===== config.mk =====
export PLATFORM = sky130hd
export DESIGN_NAME = bpred_table_sched
export DESIGN_NICKNAME = d
export VERILOG_FILES = /design/src/rtl/bpred_table_sched_pkg.sv /design/src/rtl/bpred_table_sched_upd_fifo.sv /design/src/rtl/bpred_table_sched.sv
export SDC_FILE = /design/constraint.sdc
export NUM_CORES = 1
export LEC_CHECK = 0
export CORE_UTILIZATION = 55
export DETAILED_ROUTE_END_ITERATION = 6
export PLACE_DENSITY = 0.8
export SETUP_SLACK_MARGIN = 0.1
export SYNTH_ARGS = -nofsm -noshare
export SYNTH_HDL_FRONTEND = slang
export SYNTH_SLANG_ARGS = --single-unit

===== constraint.sdc =====
create_clock -name clk -period 5.9 [get_ports clk]
set_clock_uncertainty 0.2 [all_clocks]
set_input_delay 1.18 -clock clk [delete_from_list [all_inputs] [get_ports clk]]
set_output_delay 1.18 -clock clk [all_outputs]
set_load 0.01 [all_outputs]

===== src/rtl/bpred_table_sched_pkg.sv =====
// ---------------------------------------------------------------------------
// cvw_bpsched_pkg
// Shared types for the branch-predictor table port scheduler.
//   bpsched_state_t : scheduler FSM state (CLEAR walk / RUN arbitration)
//   bpsched_upd_t   : training-update entry {idx, data} at the default
//                     table geometry (1024 entries x 2 bits). The modules
//                     build the same {idx, data} layout at their own
//                     parameterised widths.
// ---------------------------------------------------------------------------
package cvw_bpsched_pkg;

    typedef enum logic {
        CLEAR = 1'b0,
        RUN   = 1'b1
    } bpsched_state_t;

    localparam int BPSCHED_IDX_BITS = 10;
    localparam int BPSCHED_DATA_W   = 2;

    typedef struct packed {
        logic [BPSCHED_IDX_BITS-1:0] idx;
        logic [BPSCHED_DATA_W-1:0]   data;
    } bpsched_upd_t;

endpackage


===== src/rtl/bpred_table_sched_upd_fifo.sv =====
// ---------------------------------------------------------------------------
// bpred_upd_fifo
// Training-update queue for the predictor table scheduler. Holds pending
// {idx, data} writes in FIFO order, merges a new update into the tail entry
// when both target the same index, and (with BPRED_SCHED_BYPASS_EN) searches
// the queue for the youngest entry matching a lookup index.
//
// Ports
//   clk, reset            clock, synchronous active-high reset
//   flush                 drop every pending entry (takes priority)
//   enq, enqIdx, enqData  accepted update (caller guarantees ~full)
//   deq                   head entry is written to RAM this cycle
//   headIdx, headData     oldest entry
//   empty, full, count    occupancy
//   searchIdx/Hit/Data    bypass search (BPRED_SCHED_BYPASS_EN only)
// ---------------------------------------------------------------------------
module bpred_upd_fifo
    import cvw_bpsched_pkg::*;
#(
    parameter int IDX_BITS = 10,
    parameter int DATA_W   = 2,
    parameter int QDEPTH   = 4
) (
    input  logic                         clk,
    input  logic                         reset,
    input  logic                         flush,
    input  logic                         enq,
    input  logic [IDX_BITS-1:0]          enqIdx,
    input  logic [DATA_W-1:0]            enqData,
    input  logic                         deq,
    output logic [IDX_BITS-1:0]          headIdx,
    output logic [DATA_W-1:0]            headData,
    output logic                         empty,
    output logic                         full,
    output logic [$clog2(QDEPTH):0]      count
`ifdef BPRED_SCHED_BYPASS_EN
    ,
    input  logic [IDX_BITS-1:0]          searchIdx,
    output logic                         searchHit,
    output logic [DATA_W-1:0]            searchData
`endif
);

    localparam int PTR_W = $clog2(QDEPTH);
    localparam int CNT_W = PTR_W + 1;

    typedef struct packed {
        logic [IDX_BITS-1:0] idx;
        logic [DATA_W-1:0]   data;
    } updEntry_t;

    updEntry_t        mem [QDEPTH];
    logic [PTR_W-1:0] rdPtr, wrPtr, tailPtr;
    logic [CNT_W-1:0] cnt;
    logic             tailDeq, coalesce, push;

    assign empty    = (cnt == '0);
    assign full     = (cnt == CNT_W'(QDEPTH));
    assign count    = cnt;
    assign headIdx  = mem[rdPtr].idx;
    assign headData = mem[rdPtr].data;
    assign tailPtr  = wrPtr - PTR_W'(1);

    // The tail can only be merged into if it survives this cycle; a lone
    // entry that is being written out must be followed by a fresh entry.
    assign tailDeq  = deq & (cnt == CNT_W'(1));
    assign coalesce = enq & ~empty & ~tailDeq & (mem[tailPtr].idx == enqIdx);
    assign push     = enq & ~coalesce;

    always_ff @(posedge clk) begin
        if (reset || flush) begin
            rdPtr <= '0;
            wrPtr <= '0;
            cnt   <= '0;
        end else begin
            if (push) wrPtr <= wrPtr + PTR_W'(1);
            if (deq)  rdPtr <= rdPtr + PTR_W'(1);
            case ({push, deq})
                2'b10:   cnt <= cnt + CNT_W'(1);
                2'b01:   cnt <= cnt - CNT_W'(1);
                default: cnt <= cnt;
            endcase
        end
    end

    always_ff @(posedge clk) begin
        if (push) begin
            mem[wrPtr].idx  <= enqIdx;
            mem[wrPtr].data <= enqData;
        end else if (coalesce) begin
            mem[tailPtr].data <= enqData;
        end
    end

`ifdef BPRED_SCHED_BYPASS_EN
    // Walk oldest to youngest so the last match wins; the update arriving
    // this cycle is younger than anything stored.
    always_comb begin
        logic [PTR_W-1:0] slot;
        slot       = rdPtr;
        searchHit  = 1'b0;
        searchData = '0;
        for (int k = 0; k < QDEPTH; k++) begin
            slot = rdPtr + PTR_W'(k);
            if ((CNT_W'(k) < cnt) && (mem[slot].idx == searchIdx)) begin
                searchHit  = 1'b1;
                searchData = mem[slot].data;
            end
        end
        if (enq && (enqIdx == searchIdx)) begin
            searchHit  = 1'b1;
            searchData = enqData;
        end
    end
`endif

endmodule


===== src/rtl/bpred_table_sched.sv =====
// ---------------------------------------------------------------------------
// bpred_table_sched
// Single-port SRAM scheduler for a branch-predictor table. Fetch lookups and
// buffered training updates share the one RAM port; updates win when the
// fetch stage is idle, when the queue is full, or after STARVE_LIMIT
// consecutive denied cycles. After reset and on ClearReq the whole table is
// walked and written to zero.
//
// Optional feature macro: BPRED_SCHED_BYPASS_EN
//   Adds LookupFwdHitF / LookupFwdDataF, a registered forward of the youngest
//   queued update matching LookupIdxF, aligned with the RAM read latency.
//
// Ports
//   clk, reset                        clock, synchronous active-high reset
//   ClearReq / ClearBusy              clear request pulse / walk in progress
//   LookupValidF, LookupIdxF          fetch read request
//   LookupGrantF                      read issued to RAM this cycle
//   UpdValidM, UpdIdxM, UpdDataM      training update offer
//   UpdReadyM                         update accepted when valid & ready
//   TblEn, TblWe, TblIdx, TblWData    RAM port
//   QCount                            update queue occupancy
// ---------------------------------------------------------------------------
// state | meaning
// ------+-------------------------------------------------------------------
// CLEAR | writing zero at ClrIdx each cycle; no lookups, no updates accepted
// RUN   | arbitrating lookups vs. queued updates, one RAM access per cycle
// ---------------------------------------------------------------------------
module bpred_table_sched
    import cvw_bpsched_pkg::*;
#(
    parameter int IDX_BITS     = 10,
    parameter int DATA_W       = 2,
    parameter int QDEPTH       = 4,
    parameter int STARVE_LIMIT = 8
) (
    input  logic                         clk,
    input  logic                         reset,
    input  logic                         ClearReq,
    output logic                         ClearBusy,
    input  logic                         LookupValidF,
    input  logic [IDX_BITS-1:0]          LookupIdxF,
    output logic                         LookupGrantF,
    input  logic                         UpdValidM,
    input  logic [IDX_BITS-1:0]          UpdIdxM,
    input  logic [DATA_W-1:0]            UpdDataM,
    output logic                         UpdReadyM,
    output logic                         TblEn,
    output logic                         TblWe,
    output logic [IDX_BITS-1:0]          TblIdx,
    output logic [DATA_W-1:0]            TblWData,
    output logic [$clog2(QDEPTH):0]      QCount
`ifdef BPRED_SCHED_BYPASS_EN
    ,
    output logic                         LookupFwdHitF,
    output logic [DATA_W-1:0]            LookupFwdDataF
`endif
);

    localparam int STARVE_W = $clog2(STARVE_LIMIT + 1);
    localparam logic [IDX_BITS-1:0] LAST_IDX = '1;

    bpsched_state_t      state, stateNext;
    logic [IDX_BITS-1:0] clrIdx, clrIdxNext;
    logic [STARVE_W-1:0] starveCnt, starveNext;
    logic                qEmpty, qFull, forceUpd, enq, deq;
    logic [IDX_BITS-1:0] headIdx;
    logic [DATA_W-1:0]   headData;

    assign ClearBusy = (state == CLEAR);
    assign forceUpd  = qFull | (starveCnt == STARVE_W'(STARVE_LIMIT));
    // A full queue refuses even when it drains this cycle; this keeps the
    // ready path independent of the arbitration result.
    assign UpdReadyM = (state == RUN) & ~qFull & ~ClearReq;
    assign enq       = UpdValidM & UpdReadyM;

    always_ff @(posedge clk) begin
        if (reset) begin
            state     <= CLEAR;
            clrIdx    <= '0;
            starveCnt <= '0;
        end else begin
            state     <= stateNext;
            clrIdx    <= clrIdxNext;
            starveCnt <= starveNext;
        end
    end

    always_comb begin
        stateNext    = state;
        clrIdxNext   = clrIdx;
        starveNext   = starveCnt;
        TblEn        = 1'b0;
        TblWe        = 1'b0;
        TblIdx       = '0;
        TblWData     = '0;
        LookupGrantF = 1'b0;
        deq          = 1'b0;

        case (state)
            CLEAR: begin
                TblEn      = 1'b1;
                TblWe      = 1'b1;
                TblIdx     = clrIdx;
                clrIdxNext = clrIdx + IDX_BITS'(1);
                starveNext = '0;
                if (clrIdx == LAST_IDX) stateNext = RUN;
            end
            RUN: begin
                if (!qEmpty && (forceUpd || !LookupValidF)) begin
                    TblEn    = 1'b1;
                    TblWe    = 1'b1;
                    TblIdx   = headIdx;
                    TblWData = headData;
                    deq      = 1'b1;
                end else if (LookupValidF) begin
                    TblEn        = 1'b1;
                    TblIdx       = LookupIdxF;
                    LookupGrantF = 1'b1;
                end

                // Non-empty and not dequeued means a lookup took the port.
                if (deq || qEmpty)
                    starveNext = '0;
                else if (starveCnt != STARVE_W'(STARVE_LIMIT))
                    starveNext = starveCnt + STARVE_W'(1);
            end
            default: stateNext = CLEAR;
        endcase

        // The current cycle's RAM access still goes out; only the next
        // state is redirected into a fresh walk.
        if (ClearReq) begin
            stateNext  = CLEAR;
            clrIdxNext = '0;
            starveNext = '0;
        end
    end

`ifdef BPRED_SCHED_BYPASS_EN
    logic              fwdHit;
    logic [DATA_W-1:0] fwdData;
`endif

    bpred_upd_fifo #(
        .IDX_BITS (IDX_BITS),
        .DATA_W   (DATA_W),
        .QDEPTH   (QDEPTH)
    ) u_updFifo (
        .clk      (clk),
        .reset    (reset),
        .flush    (ClearReq),
        .enq      (enq),
        .enqIdx   (UpdIdxM),
        .enqData  (UpdDataM),
        .deq      (deq),
        .headIdx  (headIdx),
        .headData (headData),
        .empty    (qEmpty),
        .full     (qFull),
        .count    (QCount)
`ifdef BPRED_SCHED_BYPASS_EN
        ,
        .searchIdx  (LookupIdxF),
        .searchHit  (fwdHit),
        .searchData (fwdData)
`endif
    );

`ifdef BPRED_SCHED_BYPASS_EN
    // Entries about to be flushed must not be forwarded into the clear walk.
    always_ff @(posedge clk) begin
        if (reset) begin
            LookupFwdHitF  <= 1'b0;
            LookupFwdDataF <= '0;
        end else begin
            LookupFwdHitF  <= fwdHit & (state == RUN) & ~ClearReq;
            LookupFwdDataF <= fwdData;
        end
    end
`endif

endmodule


==> summary.txt, run 1 <==
Clocking
  • CTS resizes: 0
  • Clock tree sinks: 72
  • H-Tree Level Count: 3
  • Post-CTS Setup Bufs: 0
  • Cts-stage hold buffer count: 0
  • CTS clk-pin slew, worst paths: 70 ps
  • Cts bufs inserted: 9
  • Clk buf depth: 2
  • Clock latency at the later pin of the worst-skew pair: 340 ps
  • CTS tree: done
  • CTS root buf: clkbuf_8

Place
  • Routability cong.: 0.809
  • Port bufs: 46
  • DP HPWL: 5410 µm
  • Area after DPL: 4130 µm²

Floorplan
  • Die area: 6880 µm²
  • Die height: 83.0 µm
  • Rows: 29
  • Initial Utilization: 56.8%
  • Die width: 83.0 µm
  • I/O Pins: 47
  • Core Region: 6350 µm²

Worst hold path
  • Worst Hold Class: flip-flop to flip-flop
  • Hold depth: 1
  • Hold Path Origin: starveCnt[0]
  • Hold endpoint: starveCnt[0]

STA
  • Period utilization: 82.7%
  • Final Hold Viols: 0
  • Max-slew violation count: 0
  • Slew margin rel.: 16.5%
  • RSZ-0062 raised after global routing: no
  • Worst slew pin tran: 1250 ps
  • Final Setup Violations: 0
  • Fin crit period: 4880 ps
  • Max Clk Rate: 205 MHz
  • Post-Route Setup TNS: 0 ps

Synth
  • Post-Syn Area: 3610 µm²
  • YS warnings: 0
  • Synth unique cells: 36
  • Syn Area/Cell: 12.1 µm²
  • Synth Instances: 297
  • Mapped Nets: 332
  • Flops & latches, synth: 72
  • Sequential area share after synthesis: 53.3%

Drt
  • First-pass detailed-route iteration total: 4
  • Via count: 2,508
  • Initial drt markers: 124
  • Drt drc: 0
  • Post-Route WL: 7670 µm
  • Remaining antenna violation count: 0
  • Vias per cell: 5.93
  • Routed len/inst: 18.1 µm

Finish
  • Highest-count cells in the layout ignoring fill and taps: edfxtp_1, clkdlybuf4s50_1, nor2_1
  • Post-Layout Inst Area: 4280 µm²
  • Fin util: 67.4%
  • Commonest non-fill, non-tap cell in the layout: edfxtp_1
  • # diodes: 0
  • Final nets: 377
  • Area growth syn-to-layout: 18.6%
  • Share of layout cells above drive strength 1: 11.3%

Pwr
  • Static leakage: 1.38 nW
  • Worst vdd ir: 0.191 mV
  • Pwr/cell area: 210 nW/µm²

Global route
  • Overflow after GRT: 0
  • Pin count of the biggest net entering global routing: 31
  • Vias in the first global route: 2,514
  • Global Route Usage Sum: 23.5%
  • Global-route wire length before repair: 12,400 µm
  • Antenna violations before repair: 0

Worst setup path
  • Critical path data arrival time: 3500 ps
  • Crit path kind: primary input to output pin
  • Worst Reg2Reg Path Length in Cells: 8
  • CP Launch Type: primary input
  • Worst-path fanout max: 13
  • CP cell instances: clkdlybuf4s50_1 > o21ai_0 > mux2i_1 > buf_4 > nand3_1 > a31oi_1 > clkdlybuf4s50_1
  • Buf/Inv on CP: 3
  • CP max stage cell: clkdlybuf4s50_1
  • Family with the most delay on the worst path: buffers and inverters
  • R2R setup slack: 1700 ps
  • CP max stage delay: 720 ps
  • Critical Path Most Common Cell: clkdlybuf4s50_1
  • Setup crit end kind: output pin
  • Worst R2R End: u_updFifo.count[2]
  • Critical R2R Launch: u_updFifo.wrPtr[1]
  • CP required: 4520 ps

Run
  • # Max-Cap Violations: 0

Run status
  • Status: finished, final reports clean
## power by group
part | switching, W | internal, W | total [W]
registers | 0.000000749 | 0.000537 | 0.000538
logic | 0.0000186 | 0.0000218 | 0.0000405
clock network | 0.000174 | 0.000146 | 0.000320
total | 0.000193 | 0.000705 | 0.000898
## cell families after synthesis
| family | Yosys count | synth area share, % |
|---|---|---|
| xor+xnor | 26 | 6.32 |
| simple gates | 100 | 13.0 |
| mux | 35 | 15.3 |
| flops | 72 | 53.3 |
| compound gates | 34 | 6.59 |
| fa+ha+maj | 8 | 2.78 |
| buf+inv | 22 | 2.71 |
## layer usage
| metal | track usage [%] | part of all wire [%] |
|---|---|---|
| met4 | 9.40 | 2.0 |
| met1 | 29.0 | 43 |
| met2 | 40.5 | 50 |
| met5 | 0 | 0 |
| met3 | 4.47 | 5.1 |
## registers in the layout, indices dropped and copies added (netlist names), named ones only
register / cells
u_updFifo.mem: 48
clrIdx: 10
state: 1
u_updFifo.rdPtr: 2
u_updFifo.count: 3
starveCnt: 4
u_updFifo.wrPtr: 2
## layout make-up
class,instances,area [µm²]
clock buffer,10,128
clock inverter,5,25.0
fill,464,2070
inverter,8,30.0
multi-input combinational,203,1600
sequential,72,1920
tap,77,96.3
timing repair buffer,48,475
## how the worst max path moves through the flow
stage                            start            endpoint  slack [ps]  cells past startpoint
after floorplan               ClearReq  u_updFifo.count[2]        2160                      8
after global placement    LookupValidF               TblEn        1070                      5
after detailed placement  LookupValidF               TblEn        1020                      5
after CTS                 LookupValidF               TblEn        1010                      5
after global routing      LookupValidF           TblIdx[8]         790                      7
final                     LookupValidF           TblIdx[9]        1020                      7
## worst reg2reg max path, delay by kind of cell, from the launching register on
kind / cells / cell delay (ps)
AOI/OAI and AO/OA: 4 / 1480
and+or+nand+nor: 2 / 660
muxes: 1 / 300
adders and majority gates: 1 / 330
DFF: 1 / 1160
## cells in the mapped netlist, drive strengths merged
| library cell | count | share of area (%) |
|---|---|---|
| nor2b | 1 | 0.17 |
| nand3 | 15 | 2.1 |
| a21oi | 9 | 1.2 |
| a311oi | 1 | 0.24 |
| nand2 | 25 | 2.6 |
| a2111oi | 1 | 0.76 |
| ha | 8 | 2.8 |
| dfxtp | 24 | 13 |
| a31oi | 11 | 1.9 |
| xor2 | 21 | 5.1 |
| and3 | 8 | 1.4 |
| mux2i | 18 | 5.0 |
| a311o | 2 | 0.56 |
| a211oi | 1 | 0.21 |
| nor4b | 2 | 0.49 |
| inv | 8 | 0.83 |
| nor2 | 32 | 3.3 |
| or3b | 1 | 0.24 |
| o21ai | 5 | 0.69 |
| or2 | 1 | 0.17 |
| or4 | 1 | 0.21 |
| a31o | 2 | 0.49 |
| mux2 | 1 | 0.31 |
| nand4 | 4 | 0.69 |
| nor3 | 3 | 0.42 |
| nand2b | 1 | 0.17 |
| o2111ai | 2 | 0.49 |
| buf | 7 | 1.1 |
| edfxtp | 48 | 40 |
| xnor2 | 5 | 1.2 |
| mux4 | 16 | 10 |
| clkbuf | 7 | 0.73 |
| or3 | 6 | 1.0 |
## metrics by stage
| stage | worst slack (ps) | power (W) | hold slack, ps | instances |
|---|---|---|---|---|
| after floorplan | 2160 | 0.000562 | 230 | 297 |
| after global placement | 1070 | 0.000588 | 249 | 408 |
| after detailed placement | 1020 | 0.000589 | 266 | 408 |
| after CTS | 1010 | 0.000902 | 284 | 423 |
| after global routing | 794 | 0.000924 | 325 | 423 |
| final | 1020 | 0.000898 | 278 | 423 |
(Power assumes the default switching activity.)
==> run 2: changes to the inputs <==
==> constraint.sdc (replaced) <==
create_clock -name clk -period 5.1 [get_ports clk]
set_clock_uncertainty 0.2 [all_clocks]
set_input_delay 1.02 -clock clk [delete_from_list [all_inputs] [get_ports clk]]
set_output_delay 1.02 -clock clk [all_outputs]
set_load 0.01 [all_outputs]
==> run 2 against run 1 <==
  * Cell count is 0.95% higher
  * Critical path depth is 2 lower
  * Combinational power is 14% higher
  * Critical path type unchanged
  * Largest cell class unchanged
==> summary.txt, run 2 (synthesis results as in run 1) <==
Run status
  • Status: finished, final reports clean

Run
  • # Max-Cap Violations: 0

Floorplan
  • Die area: 6880 µm²
  • Initial Utilization: 56.8%
  • Rows: 29
  • Die height: 83.0 µm
  • I/O Pins: 47
  • Core Region: 6350 µm²
  • Die width: 83.0 µm

Finish
  • Final nets: 380
  • Largest regs: u_updFifo.mem: 48 flops, clrIdx: 10 flops, starveCnt: 4 flops
  • Area growth syn-to-layout: 21.4%
  • Highest-count cells in the layout ignoring fill and taps: edfxtp_1, clkdlybuf4s50_1, nor2_1
  • # diodes: 0
  • Share of layout cells above drive strength 1: 12.3%
  • Commonest non-fill, non-tap cell in the layout: edfxtp_1
  • Max reg flops: 48
  • Biggest register: u_updFifo.mem

Global route
  • Antenna violations before repair: 0
  • Overflow after GRT: 0
  • Vias in the first global route: 2,459
  • Global Route Usage Sum: 23.7%
  • Global-route wire length before repair: 12,500 µm
  • Pin count of the biggest net entering global routing: 31

STA
  • Worst slew pin tran: 1220 ps
  • Max-slew violation count: 0
  • Final WS setup: 493 ps
  • Final Setup Violations: 0
  • Period utilization: 90.3%
  • Max Clk Rate: 217 MHz
  • Slew margin rel.: 18.8%
  • Post-Route Setup TNS: 0 ps
  • RSZ-0062 raised after global routing: no
  • Fin crit period: 4610 ps
  • Final Hold Viols: 0

Clocking
  • CTS resizes: 0
  • CTS root buf: clkbuf_8
  • Clock tree sinks: 72
  • Cts-stage hold buffer count: 0
  • Post-CTS Setup Bufs: 0
  • Clk buf depth: 2
  • Cts bufs inserted: 9
  • Clock latency at the later pin of the worst-skew pair: 350 ps
  • CTS clk-pin slew, worst paths: 80 ps
  • CTS tree: done
  • H-Tree Level Count: 3

Worst hold path
  • Worst Hold Class: flip-flop to flip-flop

Worst setup path
  • Setup crit end kind: output pin
  • CP required: 3880 ps
  • CP Launch Type: primary input
  • Crit path kind: primary input to output pin
  • Critical path data arrival time: 3390 ps
  • Worst-path fanout max: 14

Pwr
  • Pwr/cell area: 277 nW/µm²
  • Worst vdd ir: 0.205 mV
  • Static leakage: 1.44 nW

Drt
  • Post-Route WL: 7570 µm
  • First-pass detailed-route iteration total: 4
  • Remaining antenna violation count: 0
  • Routed len/inst: 17.7 µm
  • Drt drc: 0
  • Initial drt markers: 141
  • Vias per cell: 5.84
  • Via count: 2,493

Place
  • DP HPWL: 5300 µm
  • Routability cong.: 0.792
  • Setup WS pre-CTS: 499 ps
  • Port bufs: 46
==> run 2: worst paths after layout <==
| check | slack, ps | cells after the start | start | endpoint |
|---|---|---|---|---|
| worst max-delay path | 490 | 5 | LookupValidF | TblEn |
| worst max register to register | 1070 | 8 | u_updFifo.wrPtr[1] | u_updFifo.count[2] |
| worst min-delay path | 290 | 1 | starveCnt[0] | starveCnt[0] |
| worst min register to register | 290 | 1 | starveCnt[0] | starveCnt[0] |
==> run 2: where the power goes <==
| part | internal (W) | switching [W] | total [W] |
|---|---|---|---|
| sequential | 0.000621 | 0.000000909 | 0.000622 |
| clock | 0.000325 | 0.000220 | 0.000545 |
| combinational | 0.0000253 | 0.0000209 | 0.0000462 |
==> run 2: layer usage <==
metal	vias up	share of wire (%)	GRT usage (%)
met1	1210	44	30.7
met2	71	50	39.0
met3	8	4.6	6.06
met4	0	1.7	7.68
met5	-	0	0
li1	1204	-	-
==> run 2: area by class of cell <==
cell class / instances / area [µm²]
fill: 476 / 1970
sequential: 72 / 1920
multi-input combinational: 203 / 1590
timing repair buffer: 51 / 498
clock buffer: 9 / 124
clock inverter: 7 / 120
tap: 77 / 96.3
inverter: 8 / 30.0
==> run 2: critical path, cell delays in order <==
cell,delay (ps)
clkdlybuf4s50_1,730
o21ai_0,330
mux2_2,460
or3_1,360
clkdlybuf4s50_1,490
==> run 2: stage by stage <==
stage / hold slack, ps / std cells / total power, W / instance area, µm² / utilization (%)
2_1_floorplan: 230 / 297 / 0.000650 / 3610 / -
3_3_place_gp: 252 / 411 / 0.000680 / 4130 / 65.1
3_5_place_dp: 274 / 411 / 0.000682 / 4130 / 65.1
4_1_cts: 298 / 427 / 0.00122 / 4380 / 68.9
5_1_grt: 320 / 427 / 0.00125 / 4380 / 68.9
6_report: 287 / 427 / 0.00121 / 4380 / 68.9
==> run 3: changes to the inputs <==
--- a/config.mk
+++ b/config.mk
@@ -6,6 +6,7 @@
 export NUM_CORES = 1
 export LEC_CHECK = 0
 export CORE_UTILIZATION = 55
+export CTS_CLUSTER_SIZE = 10
 export DETAILED_ROUTE_END_ITERATION = 6
 export PLACE_DENSITY = 0.8
 export SETUP_SLACK_MARGIN = 0.1
==> results of run 3 <==
The final DEF is identical to that of run 2; final timing and power are the same.
